`config.mk`:
```
export PLATFORM = sky130hd
export DESIGN_NAME = clk_delay_measure
export DESIGN_NICKNAME = d
export VERILOG_FILES = /design/src/rtl/clk_delay_measure_pkg.sv /design/src/rtl/sync_rise_detect.sv /design/src/rtl/clk_delay_measure.sv
export SDC_FILE = /design/constraint.sdc
export NUM_CORES = 1
export LEC_CHECK = 0
export BUFFER_PORTS_ARGS = -buffer_cell sky130_fd_sc_hd__buf_4
export CORE_MARGIN = 2
export CORE_UTILIZATION = 52
export CTS_BUF_LIST = sky130_fd_sc_hd__clkbuf_16
export DETAILED_ROUTE_END_ITERATION = 8
export PLACE_DENSITY = 0.85
export SYNTH_ARGS = -nofsm -noshare
export SYNTH_HDL_FRONTEND = slang
export SYNTH_SLANG_ARGS = --single-unit
```
`constraint.sdc`:
```
create_clock -name fast_clk -period 2.3 [get_ports fast_clk]
set_clock_uncertainty 0.15 [all_clocks]
set_input_delay 0.23 -clock fast_clk [delete_from_list [all_inputs] [get_ports fast_clk]]
set_output_delay 0.23 -clock fast_clk [all_outputs]
set_load 0.005 [all_outputs]
```
`src/rtl/clk_delay_measure_pkg.sv`:
```
// ----------------------------------------------------------------------------
// clk_delay_measure_pkg
//   Shared types and defaults for the clk_delay_measure block.
//   - meas_state_t : two-state measurement FSM encoding
//   - DEFAULT_*    : default parameter values used by the top level
// Ports: none (package).
// ----------------------------------------------------------------------------
package clk_delay_measure_pkg;

  typedef enum logic {
    IDLE    = 1'b0,
    MEASURE = 1'b1
  } meas_state_t;

  localparam int DEFAULT_CNT_W       = 32;
  localparam int DEFAULT_SYNC_STAGES = 2;
  localparam int DEFAULT_TIMEOUT     = 1023;

endpackage : clk_delay_measure_pkg

```
`src/rtl/sync_rise_detect.sv`:
```
// ----------------------------------------------------------------------------
// sync_rise_detect
//   Brings one asynchronous level into the i_clk domain through a
//   SYNC_STAGES-deep flop chain, then flags its rising edge for one cycle.
//   Both measurement inputs use an identical instance, so the synchronizer
//   latency is the same on both paths and cancels out of the measured delay.
// Parameters:
//   SYNC_STAGES  number of synchronizer flops (>= 2)
// Ports:
//   i_clk    in   sampling clock
//   i_rst    in   asynchronous, active-high reset
//   i_async  in   level asynchronous to i_clk
//   o_rise   out  one-cycle pulse on a synchronized 0->1 transition
// ----------------------------------------------------------------------------
module sync_rise_detect #(
  parameter int SYNC_STAGES = 2
) (
  input  logic i_clk,
  input  logic i_rst,
  input  logic i_async,
  output logic o_rise
);

  logic [SYNC_STAGES-1:0] r_sync;
  logic                   r_sync_d;

  // NOTE: sequential state is always written with non-blocking (<=)
  // assignments so every flop samples the pre-edge value of its neighbour;
  // blocking assignments here would collapse the chain into one flop.
  always_ff @(posedge i_clk or posedge i_rst) begin
    if (i_rst) begin
      r_sync   <= '0;
      r_sync_d <= 1'b0;
    end else begin
      r_sync   <= {r_sync[SYNC_STAGES-2:0], i_async};
      r_sync_d <= r_sync[SYNC_STAGES-1];
    end
  end

  // Edge detect compares the synchronized level with its one-cycle-old copy.
  assign o_rise = r_sync[SYNC_STAGES-1] & ~r_sync_d;

endmodule : sync_rise_detect

```
`src/rtl/clk_delay_measure.sv`:
```
// ----------------------------------------------------------------------------
// clk_delay_measure
//   Measures, in fast_clk cycles, how far the rising edge of delayed_clk lags
//   the rising edge of slow_clk. Both inputs are synchronized into the
//   fast_clk domain; the lag between the two synchronized rise pulses is
//   counted by a two-state FSM (IDLE / MEASURE).
//
// Optional build macro:
//   CLK_DELAY_MEASURE_MINMAX_EN  adds delay_min / delay_max trackers that
//                                follow every reported measurement.
//
// Parameters:
//   CNT_W        width of the counter and delay_count
//   SYNC_STAGES  flops per input synchronizer (>= 2)
//   TIMEOUT      count at which a missing delayed edge is declared (< 2**CNT_W)
// Ports:
//   fast_clk     in   measurement clock, all state on its rising edge
//   reset        in   asynchronous, active-high
//   slow_clk     in   reference clock (async)
//   delayed_clk  in   delayed copy of slow_clk (async)
//   delay_count  out  last measured delay, held until the next measurement
//   delay_valid  out  1-cycle pulse, delay_count updated
//   timeout      out  1-cycle pulse, no delayed edge within TIMEOUT counts
//   overrun      out  1-cycle pulse, new slow edge before the delayed edge
//   busy         out  high while a measurement is in progress
//   delay_min    out  smallest reported delay   (MINMAX build only)
//   delay_max    out  largest reported delay    (MINMAX build only)
// ----------------------------------------------------------------------------
module clk_delay_measure
  import clk_delay_measure_pkg::*;
#(
  parameter int CNT_W       = DEFAULT_CNT_W,
  parameter int SYNC_STAGES = DEFAULT_SYNC_STAGES,
  parameter int TIMEOUT     = DEFAULT_TIMEOUT
) (
  input  logic             fast_clk,
  input  logic             reset,
  input  logic             slow_clk,
  input  logic             delayed_clk,
  output logic [CNT_W-1:0] delay_count,
  output logic             delay_valid,
  output logic             timeout,
  output logic             overrun,
  output logic             busy
`ifdef CLK_DELAY_MEASURE_MINMAX_EN
  ,
  output logic [CNT_W-1:0] delay_min,
  output logic [CNT_W-1:0] delay_max
`endif
);

  localparam logic [CNT_W-1:0] TIMEOUT_CNT = CNT_W'(TIMEOUT);
  localparam logic [CNT_W-1:0] CNT_ONE     = CNT_W'(1);

  // --------------------------------------------------------------------------
  // Input synchronizers + rise detection
  // --------------------------------------------------------------------------
  logic w_slow_rise;
  logic w_delayed_rise;

  sync_rise_detect #(.SYNC_STAGES(SYNC_STAGES)) u_sync_slow (
    .i_clk   (fast_clk),
    .i_rst   (reset),
    .i_async (slow_clk),
    .o_rise  (w_slow_rise)
  );

  sync_rise_detect #(.SYNC_STAGES(SYNC_STAGES)) u_sync_delayed (
    .i_clk   (fast_clk),
    .i_rst   (reset),
    .i_async (delayed_clk),
    .o_rise  (w_delayed_rise)
  );

  // --------------------------------------------------------------------------
  // FSM state register
  // --------------------------------------------------------------------------
  meas_state_t r_state;
  meas_state_t w_state_next;

  always_ff @(posedge fast_clk or posedge reset) begin
    if (reset) r_state <= IDLE;
    else       r_state <= w_state_next;
  end

  // --------------------------------------------------------------------------
  // Next-state logic
  // --------------------------------------------------------------------------
  logic [CNT_W-1:0] r_cnt;

  // NOTE: every signal assigned in an always_comb gets a default on the first
  // line; any path that leaves one unassigned would otherwise infer a latch.
  always_comb begin
    w_state_next = r_state;
    case (r_state)
      IDLE: begin
        // Coincident edges are a zero-delay result and need no measurement.
        if (w_slow_rise && !w_delayed_rise) w_state_next = MEASURE;
      end
      MEASURE: begin
        if (w_delayed_rise)            w_state_next = w_slow_rise ? MEASURE : IDLE;
        else if (w_slow_rise)          w_state_next = MEASURE;
        else if (r_cnt == TIMEOUT_CNT) w_state_next = IDLE;
      end
      default: w_state_next = IDLE;
    endcase
  end

  // --------------------------------------------------------------------------
  // Output / datapath decode (values registered below)
  // --------------------------------------------------------------------------
  logic [CNT_W-1:0] r_delay_count;
  logic [CNT_W-1:0] w_cnt_next;
  logic [CNT_W-1:0] w_delay_count_next;
  logic             w_valid_next;
  logic             w_timeout_next;
  logic             w_overrun_next;

  always_comb begin
    w_cnt_next         = r_cnt;
    w_delay_count_next = r_delay_count;
    w_valid_next       = 1'b0;
    w_timeout_next     = 1'b0;
    w_overrun_next     = 1'b0;
    case (r_state)
      IDLE: begin
        if (w_slow_rise && w_delayed_rise) begin
          w_delay_count_next = '0;
          w_valid_next       = 1'b1;
        end else if (w_slow_rise) begin
          // The cycle after the slow edge is count 1, so a delayed edge seen
          // N cycles after the slow edge reports exactly N.
          w_cnt_next = CNT_ONE;
        end
      end
      MEASURE: begin
        if (w_delayed_rise) begin
          w_delay_count_next = r_cnt;
          w_valid_next       = 1'b1;
          // A slow edge in the same cycle opens the next measurement at once.
          if (w_slow_rise) w_cnt_next = CNT_ONE;
        end else if (w_slow_rise) begin
          w_overrun_next = 1'b1;
          w_cnt_next     = CNT_ONE;
        end else if (r_cnt == TIMEOUT_CNT) begin
          w_timeout_next = 1'b1;
        end else begin
          // Bounded by TIMEOUT above, so this never wraps.
          w_cnt_next = r_cnt + CNT_ONE;
        end
      end
      default: ;
    endcase
  end

  // --------------------------------------------------------------------------
  // Registered outputs and counter
  // --------------------------------------------------------------------------
  logic r_delay_valid;
  logic r_timeout;
  logic r_overrun;
  logic r_busy;

  always_ff @(posedge fast_clk or posedge reset) begin
    if (reset) begin
      r_cnt         <= '0;
      r_delay_count <= '0;
      r_delay_valid <= 1'b0;
      r_timeout     <= 1'b0;
      r_overrun     <= 1'b0;
      r_busy        <= 1'b0;
    end else begin
      r_cnt         <= w_cnt_next;
      r_delay_count <= w_delay_count_next;
      r_delay_valid <= w_valid_next;
      r_timeout     <= w_timeout_next;
      r_overrun     <= w_overrun_next;
      // Registered from the next state so busy tracks r_state exactly.
      r_busy        <= (w_state_next == MEASURE);
    end
  end

  assign delay_count = r_delay_count;
  assign delay_valid = r_delay_valid;
  assign timeout     = r_timeout;
  assign overrun     = r_overrun;
  assign busy        = r_busy;

`ifdef CLK_DELAY_MEASURE_MINMAX_EN
  // --------------------------------------------------------------------------
  // Min / max trackers: updated on the same edge that loads delay_count, so
  // they already include the value flagged by delay_valid.
  // --------------------------------------------------------------------------
  logic [CNT_W-1:0] r_min;
  logic [CNT_W-1:0] r_max;

  always_ff @(posedge fast_clk or posedge reset) begin
    if (reset) begin
      r_min <= '1;
      r_max <= '0;
    end else if (w_valid_next) begin
      if (w_delay_count_next < r_min) r_min <= w_delay_count_next;
      if (w_delay_count_next > r_max) r_max <= w_delay_count_next;
    end
  end

  assign delay_min = r_min;
  assign delay_max = r_max;
`endif

endmodule : clk_delay_measure

```
Word-level counts from Yosys, hierarchy flattened
Cells that the tools add are included.
{ "totals": {"register_bits": 74, "inputBits": 4, "word_cells": 50} }
{ "op_classes": {"n_reduce_logical": 5, "eq_ne": 5, "bitwise": 5, "add_sub_neg": 1, "mux": 24} }
{ "op_table": {"columns": ["op", "count"], "rows": [
  ["$mux W32", 7],
  ["$pmux W32 S2", 2],
  ["$add A32 B1 Y32 const B", 1],
  ["$eq A32 B10 Y1 const B", 1],
  ["$mux W1", 13],
  ["$ne A2 B2 Y1 const B", 3],
  ["$ne A4 B4 Y1 const B", 1],
  ["$pmux W1 S2", 2],
  ["$reduce_and A2 Y1", 2],
  ["$not A1 Y1", 3],
  ["$and A1 B1 Y1", 2],
  ["$logic_and A1 B1 Y1", 2],
  ["$logic_not A1 Y1", 1]
]} }

Depth between registers and ports, before layout
{ "logic_depth": {"depth_word": 6, "mapped_depth": 7, "depth_no_buf": 6} }

Modules after synthesis
Synthesis repeated with hierarchy kept, for this count alone.
{ "unflattened": {"hier_cells": 289, "area_unflattened_um2": 3286.9} }
{ "by_module_without_submodules": {"columns": ["mod", "cells_each", "n_inst", "area_per_inst_um2"], "rows": [
  ["clk_delay_measure", 279, 1, 3101.7],
  ["sync_rise_detect", 5, 2, 92.6]
]} }

Worst setup path before layout
No wires, ideal clock.
{ "synth_timing": {"path_kind": "register -> register", "start": "register r_cnt[1]", "end": "register r_cnt[14]", "path_stages_with_launch": 7, "setup_time_ps": 78, "synth_period_minus_slack_ps": 2295, "required_ps": 2072, "setup_slack_ps": 5, "arrival_time_ps": 2067, "cell_sequence": "dfrtp_1 -> ha_1 -> nand4_4 -> or3_4 -> or4_4 -> or3_1 -> a21oi_1"} }
{ "synth_via": {"elab_chain_len": 5} }
{ "synth_rtl": {"columns": ["element", "line_no", "text"], "rows": [
  ["start: declaration", "clk_delay_measure.sv:89", "logic [CNT_W-1:0] r_cnt;"],
  ["start signal: assignment", "clk_delay_measure.sv:173", "r_cnt <= w_cnt_next;"],
  ["$add A32 B1 Y32", "clk_delay_measure.sv:149", "w_cnt_next = r_cnt + CNT_ONE;"],
  ["$mux W32", "clk_delay_measure.sv:145", "end else if (r_cnt == TIMEOUT_CNT) begin"],
  ["$mux W32", "clk_delay_measure.sv:142", "end else if (w_slow_rise) begin"],
  ["$mux W32", "clk_delay_measure.sv:137", "if (w_delayed_rise) begin"],
  ["$pmux W32 S2", "clk_delay_measure.sv:125", "case (r_state)"]
]} }
Several ways; a longest one is shown, not always the timed one. The select of a mux whose other input is x is not followed.
A chain may end at the register's enable or synchronous reset.

Worst setup path after layout
Same ends and word-level chain as after synthesis.

==> flow_metrics.tcl <==
set metrics [dict create \
    dr.pass1.iters 5 \
    worstHoldStart "u_sync_delayed.r_sync[0]" \
    synth_area_um2 3210 \
    grt_overflow 0 \
    yosysMostFrequentCell "dfrtp_1" \
    clkTransAtPathRegs_ns 0.06 \
    numCtsBuffers 9 \
    max_freq_mhz 442 \
    whs_path_depth 0 \
    cts.sinks 74 \
    ys_ff_latch 74 \
    finalSetupTns_ns 0 \
    async_flop_share_pct 100 \
    clk_path_buf_depth 2 \
    fin_cells 440 \
    hold_violations 0 \
    rows 28 \
    start_util_pct 53.9 \
    crit_fanout 6 \
    grt_max_degree 75 \
    r2r_slack_ns 0.04 \
    cts_tree "built" \
    wirelength_um 7540 \
    antenna_found_initial 0 \
    hp-class "reg -> reg" \
    ios 40 \
    drc 0 \
    synth.avg_cell_area_um2 10.8 \
    routabilityCongestion 0.806 \
    htreeDepth 3 \
    insertion_delay_ns 0.33 \
    ant_nets 0 \
    grt_pass1_wl_um 12000 \
    arrival_ns 2.36 \
    worst_pin_slew_ns 0.445 \
    grt_pass1_vias 2508 \
    synthFlopType "dfrtp_1" \
    nets 365 \
    post-route-period-util_pct 98.4 \
    port_buffers 39 \
    yosys.area.top_type "dfrtp_1" \
    ys_types 37 \
    path_class "reg -> reg" \
    grt_usage_pct 23.5 \
    nFillCells 435 \
    reg2reg_from "r_cnt[1]" \
    dpl.hpwl_um 4990 \
    viasPerCell 6.15 \
    die_area_um2 6810 \
    synthCells 296 \
    syn_to_final_growth_pct 29.6 \
    rsz0062_at_grt "no" \
    synth_edf_count 0 \
    ys_seq_area_share_pct 57.7 \
    setup_ws_ns 0.0368 \
    relSlewSlack_pct 70.1 \
    cts_setup_buffers 0 \
    clockRootBuffer "clkbuf_16" \
    leakage_nw 1.92 \
    dr_total_vias 2704 \
    netlist.area_leader.share_pct 57.7 \
    ys_warn_count 0 \
    multi_input_area_um2 1300 \
    antenna_cells 0 \
    chipWidth_um 82.5 \
    status "finished clean" \
    die_h_um 82.5 \
    maxSlewViolCount 0 \
    post-route-min-period_ns 2.26 \
    dpl_worst_slack_ns 0.0407 \
    dpl.cell_count 421 \
    holdPathEnd "u_sync_delayed.r_sync[1]" \
    regArea_um2 1850 \
    reg2reg_to "r_cnt[14]" \
    setup_viol 0 \
    yosys-top-cells-area "dfrtp_1 (58%), a22o_1 (8.7%), nor4_1 (2.5%)" \
    start_kind "register" \
    coreArea_um2 5960 \
    vdd_ir_drop_max_mv 0.611 \
    syn_nets 301 \
    drv_cap 0 \
    end_kind "register" \
    power_density_nw_per_um2 814 \
    synth_common_cells "dfrtp_1 (74), a22o_1 (32), nand2_1 (20), nor2_1 (18), o21ai_0 (16)" \
    wire_per_inst_um 17.1 \
    layout-drive-gt1-share_pct 25.5 \
    cp_data_required_time_ns 2.40 \
    ff2ff_path_depth 6 \
    first_iter_violations 308 \
    fin_hold_ws_ns 0.206 \
]
==> state kept, by name, indices dropped and copies added, names as in the netlist <==
name,flops
overrun,1
delay_valid,1
busy,1
r_cnt,32
delay_count,32
u_sync_delayed.r_sync_d,1
u_sync_slow.r_sync,2
u_sync_delayed.r_sync,2
timeout,1
u_sync_slow.r_sync_d,1
==> routing by layer <==
layer / global-route usage [%] / wire [um] / vias up
met5: 0 / 0 / -
met4: 9.34 / 127 / 0
met3: 7.07 / 523 / 14
met2: 36.3 / 3780 / 109
met1: 31.3 / 3110 / 1349
li1: - / - / 1232
==> worst max-delay path by stage <==
stage,depth (start not counted),end,slack [ns],start
floorplan,6,r_cnt[14],0.005,r_cnt[1]
global placement,6,r_cnt[14],0.09,r_cnt[0]
detailed placement,6,r_cnt[14],0.04,r_cnt[0]
CTS,6,r_cnt[14],0.02,r_cnt[0]
global route,6,r_cnt[14],0.002,r_cnt[1]
finish,6,r_cnt[14],0.04,r_cnt[1]
==> cell families (layout without fill, tap and decap cells) <==
kind of cell | count (synthesis) | after routing | share of synthesized area (%)
AO/OA/AOI/OAI | 73 | 73 | 16.2
flip-flops | 74 | 74 | 57.7
adder cells (fa/ha/maj) | 1 | 1 | 0.390
XOR/XNOR | 12 | 12 | 3.28
multiplexers | 1 | 1 | 0.312
AND/OR/NAND/NOR | 112 | 112 | 19.4
buffers and inverters | 23 | 92 | 2.73
==> final cells by class <==
class | instances | share of cell area [%]
Sequential cell | 74 | 44.5
Tap cell | 75 | 2.26
Inverter | 8 | 0.722
Clock inverter | 7 | 2.86
Multi-Input combinational cell | 199 | 31.2
Clock buffer | 9 | 5.42
Timing Repair Buffer | 68 | 13.1
==> cell usage in the layout (no fill, tap or decap), types with 2 or more instances in the layout <==
master         synthesis  layout
xnor2_1                9       9
o21ai_0               16      16
buf_12                 0       2
or2_2                  3       3
o211ai_1               3       3
bufinv_16              0       3
nand3_1               12      12
xor2_1                 3       3
nand4_1                7       7
and2_1                 3       3
a31oi_1                2       2
nor4_1                13      12
dfrtp_1               74      74
clkinv_4               0       2
or4_1                  5       5
clkbuf_16              0       9
or3_1                 13      13
a22o_1                32      32
nand2b_1               3       3
inv_1                  8       8
nor2_1                18      18
a21oi_1               12      12
nor2b_1                2       2
dlygate4sd3_1          0       3
nand2_1               20      20
buf_4                  0      63
nor3_1                 6       6
o41ai_1                2       2
==> power breakdown <==
part           leakage, nW  switching (mW)  internal [mW]  total, mW
registers             1.01          0.0661           1.36       1.43
logic                0.743           0.188          0.167      0.355
clock network        0.167           0.540           1.06       1.60
==> timing repair <==
action,CTS,global route
hold buffers,3,0
endpoints found under the setup margin,0,10
resized for setup,0,5
endpoints found under the hold margin,76,0
==> per-stage QoR <==
stage                     area, um^2  utilization [%]  total power [mW]
after floorplan                 3210                -              1.61
after global placement          3760             63.2              1.75
after detailed placement        3760             63.2              1.77
after CTS                       4140             69.4              3.37
after global routing            4160             69.8              3.50
final                           4160             69.8              3.38
==> critical path, stage by stage, from the launching register on <==
cell and delay (ns):
dfrtp_1 0.40, ha_4 0.18, nand4_4 0.10, or3_4 0.38, or4_4 0.52, or3_1 0.31
a21oi_1 0.15
Note: power is estimated with default switching activity, not from simulation.
